### config.mk
export PLATFORM = sky130hd
export DESIGN_NAME = mw_rxbuf_reader
export DESIGN_NICKNAME = d
export VERILOG_FILES = /design/src/rtl/mw_rxbuf_reader_pkg.sv /design/src/rtl/mw_rxbuf_skid.sv /design/src/rtl/mw_rxbuf_reader.sv
export SDC_FILE = /design/constraint.sdc
export NUM_CORES = 1
export LEC_CHECK = 0
export ABC_AREA = 0
export CAP_MARGIN = 20
export CORE_ASPECT_RATIO = 1.25
export CORE_MARGIN = 2
export CORE_UTILIZATION = 48
export CTS_CLUSTER_DIAMETER = 120
export DETAILED_ROUTE_END_ITERATION = 6
export PLACE_DENSITY = 0.73
export SLEW_MARGIN = 5
export SYNTH_ARGS = -nofsm -noshare
export SYNTH_HDL_FRONTEND = slang
export SYNTH_SLANG_ARGS = --single-unit
### constraint.sdc
create_clock -name dutclk -period 3.5 [get_ports dutclk]
set_clock_uncertainty 0.2 [all_clocks]
set_input_delay 0.35 -clock dutclk [delete_from_list [all_inputs] [get_ports dutclk]]
set_output_delay 0.35 -clock dutclk [all_outputs]
set_load 0.03 [all_outputs]
### src/rtl/mw_rxbuf_reader_pkg.sv
// mw_rxbuf_reader_pkg: shared types and constants for the RX buffer reader
package mw_rxbuf_reader_pkg;
    localparam int HDR_BYTES = 3;
    localparam int CHANW = 8;
    localparam int DW = 8;
    localparam int LENW = DW * (HDR_BYTES - 1);
    typedef enum logic [2:0] {IDLE, HDR_LH, HDR_LL, PAYLOAD, DROP} state_t;
    typedef struct packed {
        logic [DW-1:0]    data;
        logic [CHANW-1:0] chan;
        logic             last;
    } entry_t;
endpackage

### src/rtl/mw_rxbuf_skid.sv
// mw_rxbuf_skid: 2-entry FIFO holding {data, chan, last} payload entries
module mw_rxbuf_skid
    import mw_rxbuf_reader_pkg::*;
(
    input  logic       clk_i,
    input  logic       rst_ni,
    input  logic       push_i,
    input  entry_t     entry_i,
    input  logic       pop_i,
    output entry_t     head_o,
    output logic       valid_o,
    output logic [1:0] occ_o
);
    entry_t     mem_q [2];
    logic       wr_q;
    logic       rd_q;
    logic [1:0] cnt_q;
    logic [1:0] cnt_d;
    // a push and a pop in the same cycle leave the occupancy unchanged
    always_comb cnt_d = cnt_q + {1'b0, push_i} - {1'b0, pop_i};
    // entry storage with independent write and read pointers
    always_ff @(posedge clk_i or negedge rst_ni) begin
        if (!rst_ni) begin
            mem_q <= '{default: '0};
            wr_q  <= 1'b0;
            rd_q  <= 1'b0;
            cnt_q <= 2'd0;
        end else begin
            if (push_i) begin
                mem_q[wr_q] <= entry_i;
                wr_q        <= ~wr_q;
            end
            if (pop_i) rd_q <= ~rd_q;
            cnt_q <= cnt_d;
        end
    end
    assign head_o  = mem_q[rd_q];
    assign valid_o = cnt_q != 2'd0;
    assign occ_o   = cnt_q;
endmodule

### src/rtl/mw_rxbuf_reader.sv
// mw_rxbuf_reader: parses RX buffer packets and streams routable payload bytes
module mw_rxbuf_reader
    import mw_rxbuf_reader_pkg::*;
#(
    parameter int DATAWIDTH   = 8,
    parameter int NUMCHANNELS = 4,
    parameter int CNTWIDTH    = 16
) (
    input  logic                 dutclk,
    input  logic                 reset,
    output logic                 rxbuffer_rden,
    input  logic [DATAWIDTH-1:0] rxbuffer_data,
    input  logic                 rxbuffer_datavld,
    input  logic                 rxbuffer_eop,
    input  logic                 rxbuffer_empty,
    output logic [DATAWIDTH-1:0] out_data,
    output logic [CHANW-1:0]     out_chan,
    output logic                 out_valid,
    output logic                 out_last,
    input  logic                 out_ready,
    output logic                 err_pulse,
    output logic [CNTWIDTH-1:0]  pkt_count,
    output logic [CNTWIDTH-1:0]  drop_count
);
    localparam logic [CHANW-1:0] NCH = CHANW'(NUMCHANNELS);
    state_t               state_q;
    logic [CHANW-1:0]     chan_q;
    logic [DATAWIDTH-1:0] len_hi_q;
    logic [LENW-1:0]      rem_q;
    logic [LENW-1:0]      len_d;
    logic                 inflight_q;
    logic                 err_q;
    logic [CNTWIDTH-1:0]  pkt_q;
    logic [CNTWIDTH-1:0]  drop_q;
    logic [1:0]           occ;
    logic                 rem_one;
    logic                 push;
    logic                 pop;
    logic                 pkt_inc;
    logic                 drop_inc;
    entry_t               entry_d;
    entry_t               head;
    // classify the returned byte: what it pushes and which counters it bumps
    always_comb begin
        len_d    = {len_hi_q, rxbuffer_data};
        rem_one  = rem_q == LENW'(1);
        push     = rxbuffer_datavld && state_q == PAYLOAD;
        entry_d  = '{data: rxbuffer_data, chan: chan_q, last: rxbuffer_eop || rem_one};
        pkt_inc  = push && (rxbuffer_eop || rem_one);
        drop_inc = rxbuffer_datavld && (
                   (state_q == IDLE    && rxbuffer_eop) ||
                   (state_q == HDR_LH  && rxbuffer_eop) ||
                   (state_q == HDR_LL  && (rxbuffer_eop ? len_d != '0 : (len_d == '0 || chan_q >= NCH))) ||
                   (state_q == PAYLOAD && rxbuffer_eop != rem_one));
    end
    // reads only when every outstanding byte is guaranteed a skid slot
    assign rxbuffer_rden = reset && !rxbuffer_empty && (occ + {1'b0, inflight_q}) < 2'd2;
    assign pop = out_valid && out_ready;
    // header parser, payload tracking and saturating statistics
    always_ff @(posedge dutclk or negedge reset) begin
        if (!reset) begin
            state_q    <= IDLE;
            chan_q     <= '0;
            len_hi_q   <= '0;
            rem_q      <= '0;
            inflight_q <= 1'b0;
            err_q      <= 1'b0;
            pkt_q      <= '0;
            drop_q     <= '0;
        end else begin
            inflight_q <= rxbuffer_rden;
            err_q      <= drop_inc;
            pkt_q      <= pkt_q + {{(CNTWIDTH-1){1'b0}}, pkt_inc && !(&pkt_q)};
            drop_q     <= drop_q + {{(CNTWIDTH-1){1'b0}}, drop_inc && !(&drop_q)};
            if (rxbuffer_datavld) begin
                case (state_q)
                    IDLE: begin
                        chan_q  <= rxbuffer_data;
                        state_q <= rxbuffer_eop ? IDLE : HDR_LH;
                    end
                    HDR_LH: begin
                        len_hi_q <= rxbuffer_data;
                        state_q  <= rxbuffer_eop ? IDLE : HDR_LL;
                    end
                    HDR_LL: begin
                        rem_q   <= len_d;
                        state_q <= rxbuffer_eop ? IDLE : (len_d == '0 || chan_q >= NCH) ? DROP : PAYLOAD;
                    end
                    PAYLOAD: begin
                        rem_q   <= rem_q - LENW'(1);
                        state_q <= rxbuffer_eop ? IDLE : rem_one ? DROP : PAYLOAD;
                    end
                    DROP: state_q <= rxbuffer_eop ? IDLE : DROP;
                    default: state_q <= IDLE;
                endcase
            end
        end
    end
    mw_rxbuf_skid u_skid (
        .clk_i   (dutclk),
        .rst_ni  (reset),
        .push_i  (push),
        .entry_i (entry_d),
        .pop_i   (pop),
        .head_o  (head),
        .valid_o (out_valid),
        .occ_o   (occ)
    );
    assign out_data   = head.data;
    assign out_chan   = head.chan;
    assign out_last   = head.last;
    assign err_pulse  = err_q;
    assign pkt_count  = pkt_q;
    assign drop_count = drop_q;
endmodule

# Yosys cells after proc, flatten, opt, wreduce, memory -nomap -nowiden
# Index checks and enable logic that the tools add are counted.
# op_classes
n_addsub	6
order_cmp	5
eq_ne	6
n_mux	16
n_bitwise	4
n_reduce_logical	31
# op_table
operator	count
$mux 17	4
$bwmux 34	1
$add 16x1->16	2
$pmux 16 s2	1
$reduce_and 16->1	2
$demux 17 s1	1
$eq 16x1->1 const B	1
$logic_not 16->1	1
$reduce_bool 16->1	1
$sub 16x1->16 const B	1
$mux 3	5
$pmux 3 s5	1
$logic_and 1x1->1	13
$ge 8x3->1 const B	1
$eq 3x2->1 const B	2
$reduce_and 2->1	3
$logic_or 1x1->1	5
$add 2x1->2	2
$ge 2x2->1 const B	2
$not 1->2	2
$reduce_bool 2->1	2
$eq 3x1->1 const B	1
$eq 3x3->1 const B	1
$logic_not 1->1	3
8 further kinds	10
# word_totals
regBits	107
in_bits	14
output_inout_bits	52
wordCells	85

# Longest topological paths before layout
# logic_depth
ltp_word	9
depth_mapped	15
ltp_nobuf	15

# Hierarchy
# Synthesis repeated with hierarchy kept, for this count alone.
# unflattened
cells_unflattened	445
area_unflattened_um2	5271.3
# modules_own_cells
mod	n_inst	cells_each	area_per_inst_um2	seq_area_each_um2
mw_rxbuf_reader	1	340	3567.2	1726.7
mw_rxbuf_skid	1	105	1704.1	950.9

# Worst setup path before layout
# Ideal clock, no wire load.
# synth_timing
path_kind	flip-flop to flip-flop
from	register rem_q[7]
to	register drop_q[10] (netlist: drop_count[10])
setup_time_ns	0.133
arrival_ns	3.066
t_required_ns	3.167
slack_ns	0.101
path_stages_with_launch	14
path_buffers	0
period_less_slack_ns	3.399
cell_sequence	dfrtp_1 -> or4_4 -> nor3_1 -> nand4_1 -> ha_1 -> o221ai_1 -> a31o_2 -> a21oi_1 -> ha_1 -> ha_1 -> inv_1 -> nor3_1 -> nand4_1 -> xnor2_1
# synth_between
elab_chain_cells	7
# synth_lines
item	line	rtl
start: declaration	mw_rxbuf_reader.sv:29	logic [LENW-1:0] rem_q;
start signal: assignment	mw_rxbuf_reader.sv:86	rem_q <= len_d;
start signal: assignment	mw_rxbuf_reader.sv:90	rem_q <= rem_q - LENW'(1);
$eq 16x1->1	mw_rxbuf_reader.sv:46	rem_one = rem_q == LENW'(1);
$ne 1x1->1	mw_rxbuf_reader.sv:54	(state_q == PAYLOAD && rxbuffer_eop != rem_one));
$logic_and 1x1->1	mw_rxbuf_reader.sv:54	
$logic_or 1x1->1	mw_rxbuf_reader.sv:53	(state_q == HDR_LL && (rxbuffer_eop ? len_d != '0 : (len_d == '0 || chan_q >= NCH))) ||
$logic_and 1x1->1	mw_rxbuf_reader.sv:50	drop_inc = rxbuffer_datavld && (
$logic_and 1x1->1	mw_rxbuf_reader.sv:74	drop_q <= drop_q + {{(CNTWIDTH-1){1'b0}}, drop_inc && !(&drop_q)};
$add 16x1->16	mw_rxbuf_reader.sv:74	
end signal: assignment	mw_rxbuf_reader.sv:74	
end: declaration	mw_rxbuf_reader.sv:34	logic [CNTWIDTH-1:0] drop_q;
# Every way passes these cells.
# A chain may end at the register's enable or synchronous reset.

# Final worst setup path
# Ends and elaborated chain as after synthesis.

==> flow_metrics.env <==
export IMPL_post_detailed_placement_half_perimeter_wirelength_um=8548
export IMPL_unrepaired_setup_endpoints_after_global_routing="yes"
export IMPL_criticalPathCategory="reg -> reg"
export IMPL_die_area_um2=11630
export IMPL_finish_net_count=556
export IMPL_rows=42
export IMPL_commonest_cells_after_routing_fill_and_taps_aside="dfrtp_1 (107), mux2_2 (65), clkdlybuf4s50_1 (64)"
export IMPL_rrSetupSlack_ps=100
export IMPL_max_slew_margin_rel=0.3557
export IMPL_layout_min_cycle_time_ps=3403
export IMPL_async_reset_ff_frac=1.000
export IMPL_hp_class="in -> async"
export IMPL_max_transition_viols_final=0
export IMPL_crit_path_start_kind="register"
export IMPL_synth_top_flop_cell="dfrtp_1"
export IMPL_timing_final_setup_violations=0
export IMPL_post_synth_inst_count=448
export IMPL_global_route_wire_length_before_repair_um=20150
export IMPL_post_dp_cell_area_um2=6082
export IMPL_synth_seq_area_share=0.5177
export IMPL_grt_start_max_net_pins=59
export IMPL_cp_capture_type="register"
export IMPL_cts_buffers_inserted=9
export IMPL_die_h_um=120.1
export IMPL_layout_filler_cells=839
export IMPL_cts_sinks=107
export IMPL_worst_endpoint_arrival_ps=3450
export IMPL_clk_transition_reported_paths_ps=70
export IMPL_clock_tree_from_tritoncts="built"
export IMPL_num_io_pins=66
export IMPL_routed_wirelength_um=12400
export IMPL_die_width_um=96.85
export IMPL_via_count=3925
export IMPL_number_of_synthesized_register_bits=107
export IMPL_grt_pass1_vias=3941
export IMPL_drc_violations_left=0
export IMPL_detail_route_wl_per_cell_um=18.54
export IMPL_p_leak_nw=2.867
export IMPL_antennaDiodeCount=0
export IMPL_worst_path_max_fanout=4
export IMPL_grt_overflow=0
export IMPL_crit_required_ps=3540
export IMPL_yosys_cell_types_count=57
export IMPL_final_common_cell="dfrtp_1"
export IMPL_worst_supply_voltage_drop_on_vdd_mv=0.5092
export IMPL_pwr_density_cell_nw_per_um2=610.8
export IMPL_drive_gt1_frac=0.2458
export IMPL_fmax_ghz=0.2938
export IMPL_h_tree_levels=3
export IMPL_number_of_synthesized_flops_with_an_enable_pin=0
export IMPL_final_hold_viol_count=12
export IMPL_start_util=0.4897
export IMPL_tightest_slew_ps=966.4
export IMPL_area_taken_by_multi_input_logic_gates_um2=2394
export IMPL_synth_area_per_cell_um2=11.55
export IMPL_syn_area_um2=5172
export IMPL_clkLatencyLatePin_ps=350
export IMPL_drt_initial_drc_count=262
export IMPL_outcome="complete, but fails checks"
export IMPL_core_area_um2=10560
export IMPL_area_growth_syn_to_layout_pct=25.18
export IMPL_route_antenna_remaining_nets=0
export IMPL_globalRouteTotalUtil=0.2185
export IMPL_final_design_area_no_fill_um2=6475
export IMPL_post_drt_via_cell_ratio=5.867
export IMPL_failed_checks="negative hold slack"
export IMPL_seqCellArea_um2=2678
export IMPL_dr_pass1_iters=5
export IMPL_antenna_violations_before_repair=0
export IMPL_synth_nets=472
export IMPL_synthesis_yosys_warnings=0
export IMPL_clock_tree_buffer_depth=2
export IMPL_drv_max_cap_violation_count=0
export IMPL_finalWeightedCongestion=0.8771
export IMPL_port_buffers=65
export IMPL_cts_root_buffer="clkbuf_16"
export IMPL_hold_ws_ps=-5.270
export IMPL_ratio_of_final_minimum_period_to_clock_period=0.9724
[per-stage QoR]
stage,utilization,cells,total power [W],setup TNS [ps],setup slack (ps)
floorplan,-,448,0.002404,0,101.1
global placement,0.5758,650,0.002763,0,62.65
detailed placement,0.5758,650,0.002810,0,13.81
CTS,0.6068,666,0.003927,0,2.690
global route,0.6130,669,0.004149,-370.0,-106.4
finish,0.6130,669,0.003955,0,96.72
[cell families after synthesis]
group                      after synthesis  synth area share
AOI/OAI and AO/OA                       62           0.08225
xor gates and xnor gates                33           0.05588
adders and majority gates               10           0.02419
buffers and inverters                   33           0.02782
DFF                                    107            0.5177
muxes                                   65            0.1415
and+or+nand+nor                        138            0.1507
[flip-flops by register name, summed over array words and instances (netlist names)]
signal	flops
len_hi_q	8
inflight_q	1
pkt_count	16
state_q	3
u_skid.wr_q	1
drop_count	16
u_skid.mem_q	34
chan_q	8
u_skid.occ_o	2
err_pulse	1
u_skid.rd_q	1
rem_q	16
[worst paths after layout]
| kind | start | endpoint | cells past startpoint |
|---|---|---|---|
| max in group asynchronous | reset | pkt_count[2] | 3 |
| worst max register to register | rem_q[7] | drop_count[10] | 14 |
| min in group dutclk | reset | inflight_q | 2 |
| worst max-delay path | rem_q[7] | drop_count[10] | 14 |
| worst min-delay path | reset | rem_q[1] | 2 |
| worst min register to register | u_skid.mem_q[0] | u_skid.mem_q[0] | 2 |
[worst max-delay path, cell delays in order, from the launching register on]
cell	delay, ps
dfrtp_1	380
or4_4	560
nor3_4	140
nand4_1	170
ha_1	360
o221ai_2	110
a31o_2	230
a21oi_1	160
ha_2	240
ha_4	140
inv_2	30
nor3_2	170
buf_4	150
nand4_1	110
xnor2_1	140
[final cells by class]
cell class	instances	area share
sequential	107	0.4135
multi-input combinational	308	0.3697
timing repair buffer	94	0.1337
clock buffer	10	0.03691
tap	132	0.02551
clock inverter	6	0.01372
inverter	12	0.006957
[metal layers]
metal / vias up / wire (um) / track usage
met5: - / 0 / 0
met3: 21 / 558 / 0.04543
met1: 1973 / 5154 / 0.2719
met4: 0 / 240 / 0.07658
li1: 1788 / - / -
met2: 143 / 6446 / 0.3785
[timing repair]
item | in CTS | in global routing
hold buffers | 0 | 0
setup endpoints to repair | 0 | 10
resized for setup | 0 | 9
setup buffers | 0 | 3
[synthesized netlist by cell type (all sizes together), types with 2 or more instances]
cell,n,area (um2)
o31ai,2,15.01
nor3,15,91.34
a31o,2,17.52
a32oi,3,26.28
nand3b,2,15.01
buf,11,61.31
a21oi,17,85.08
nor3b,3,27.52
xnor2,19,166.4
a2bb2oi,2,17.52
a311oi,2,17.52
ha,10,125.1
nand3,16,80.08
o22a,7,61.31
o21ai,10,50.05
and4,4,35.03
nor2b,3,18.77
and3,4,25.02
nand2b,2,12.51
dfrtp,107,2678
nand4,11,75.07
mux2,65,732.0
inv,12,45.04
or3,2,12.51
and2,2,12.51
or2,2,12.52
a31oi,6,37.54
nand2,27,103.9
nor2,26,97.59
o21a,2,15.01
o21ba,2,20.02
xor2,14,122.6
clkbuf,10,37.54
nor4,13,102.6
or4,3,30.03
[power by group]
group	switching [W]	total, W	internal [W]
Clock	0.000461	0.00111	0.000646
Combinational	0.000511	0.00102	0.000505
Sequential	0.000335	0.00183	0.00150
Note: power is estimated with default switching activity, not from simulation.
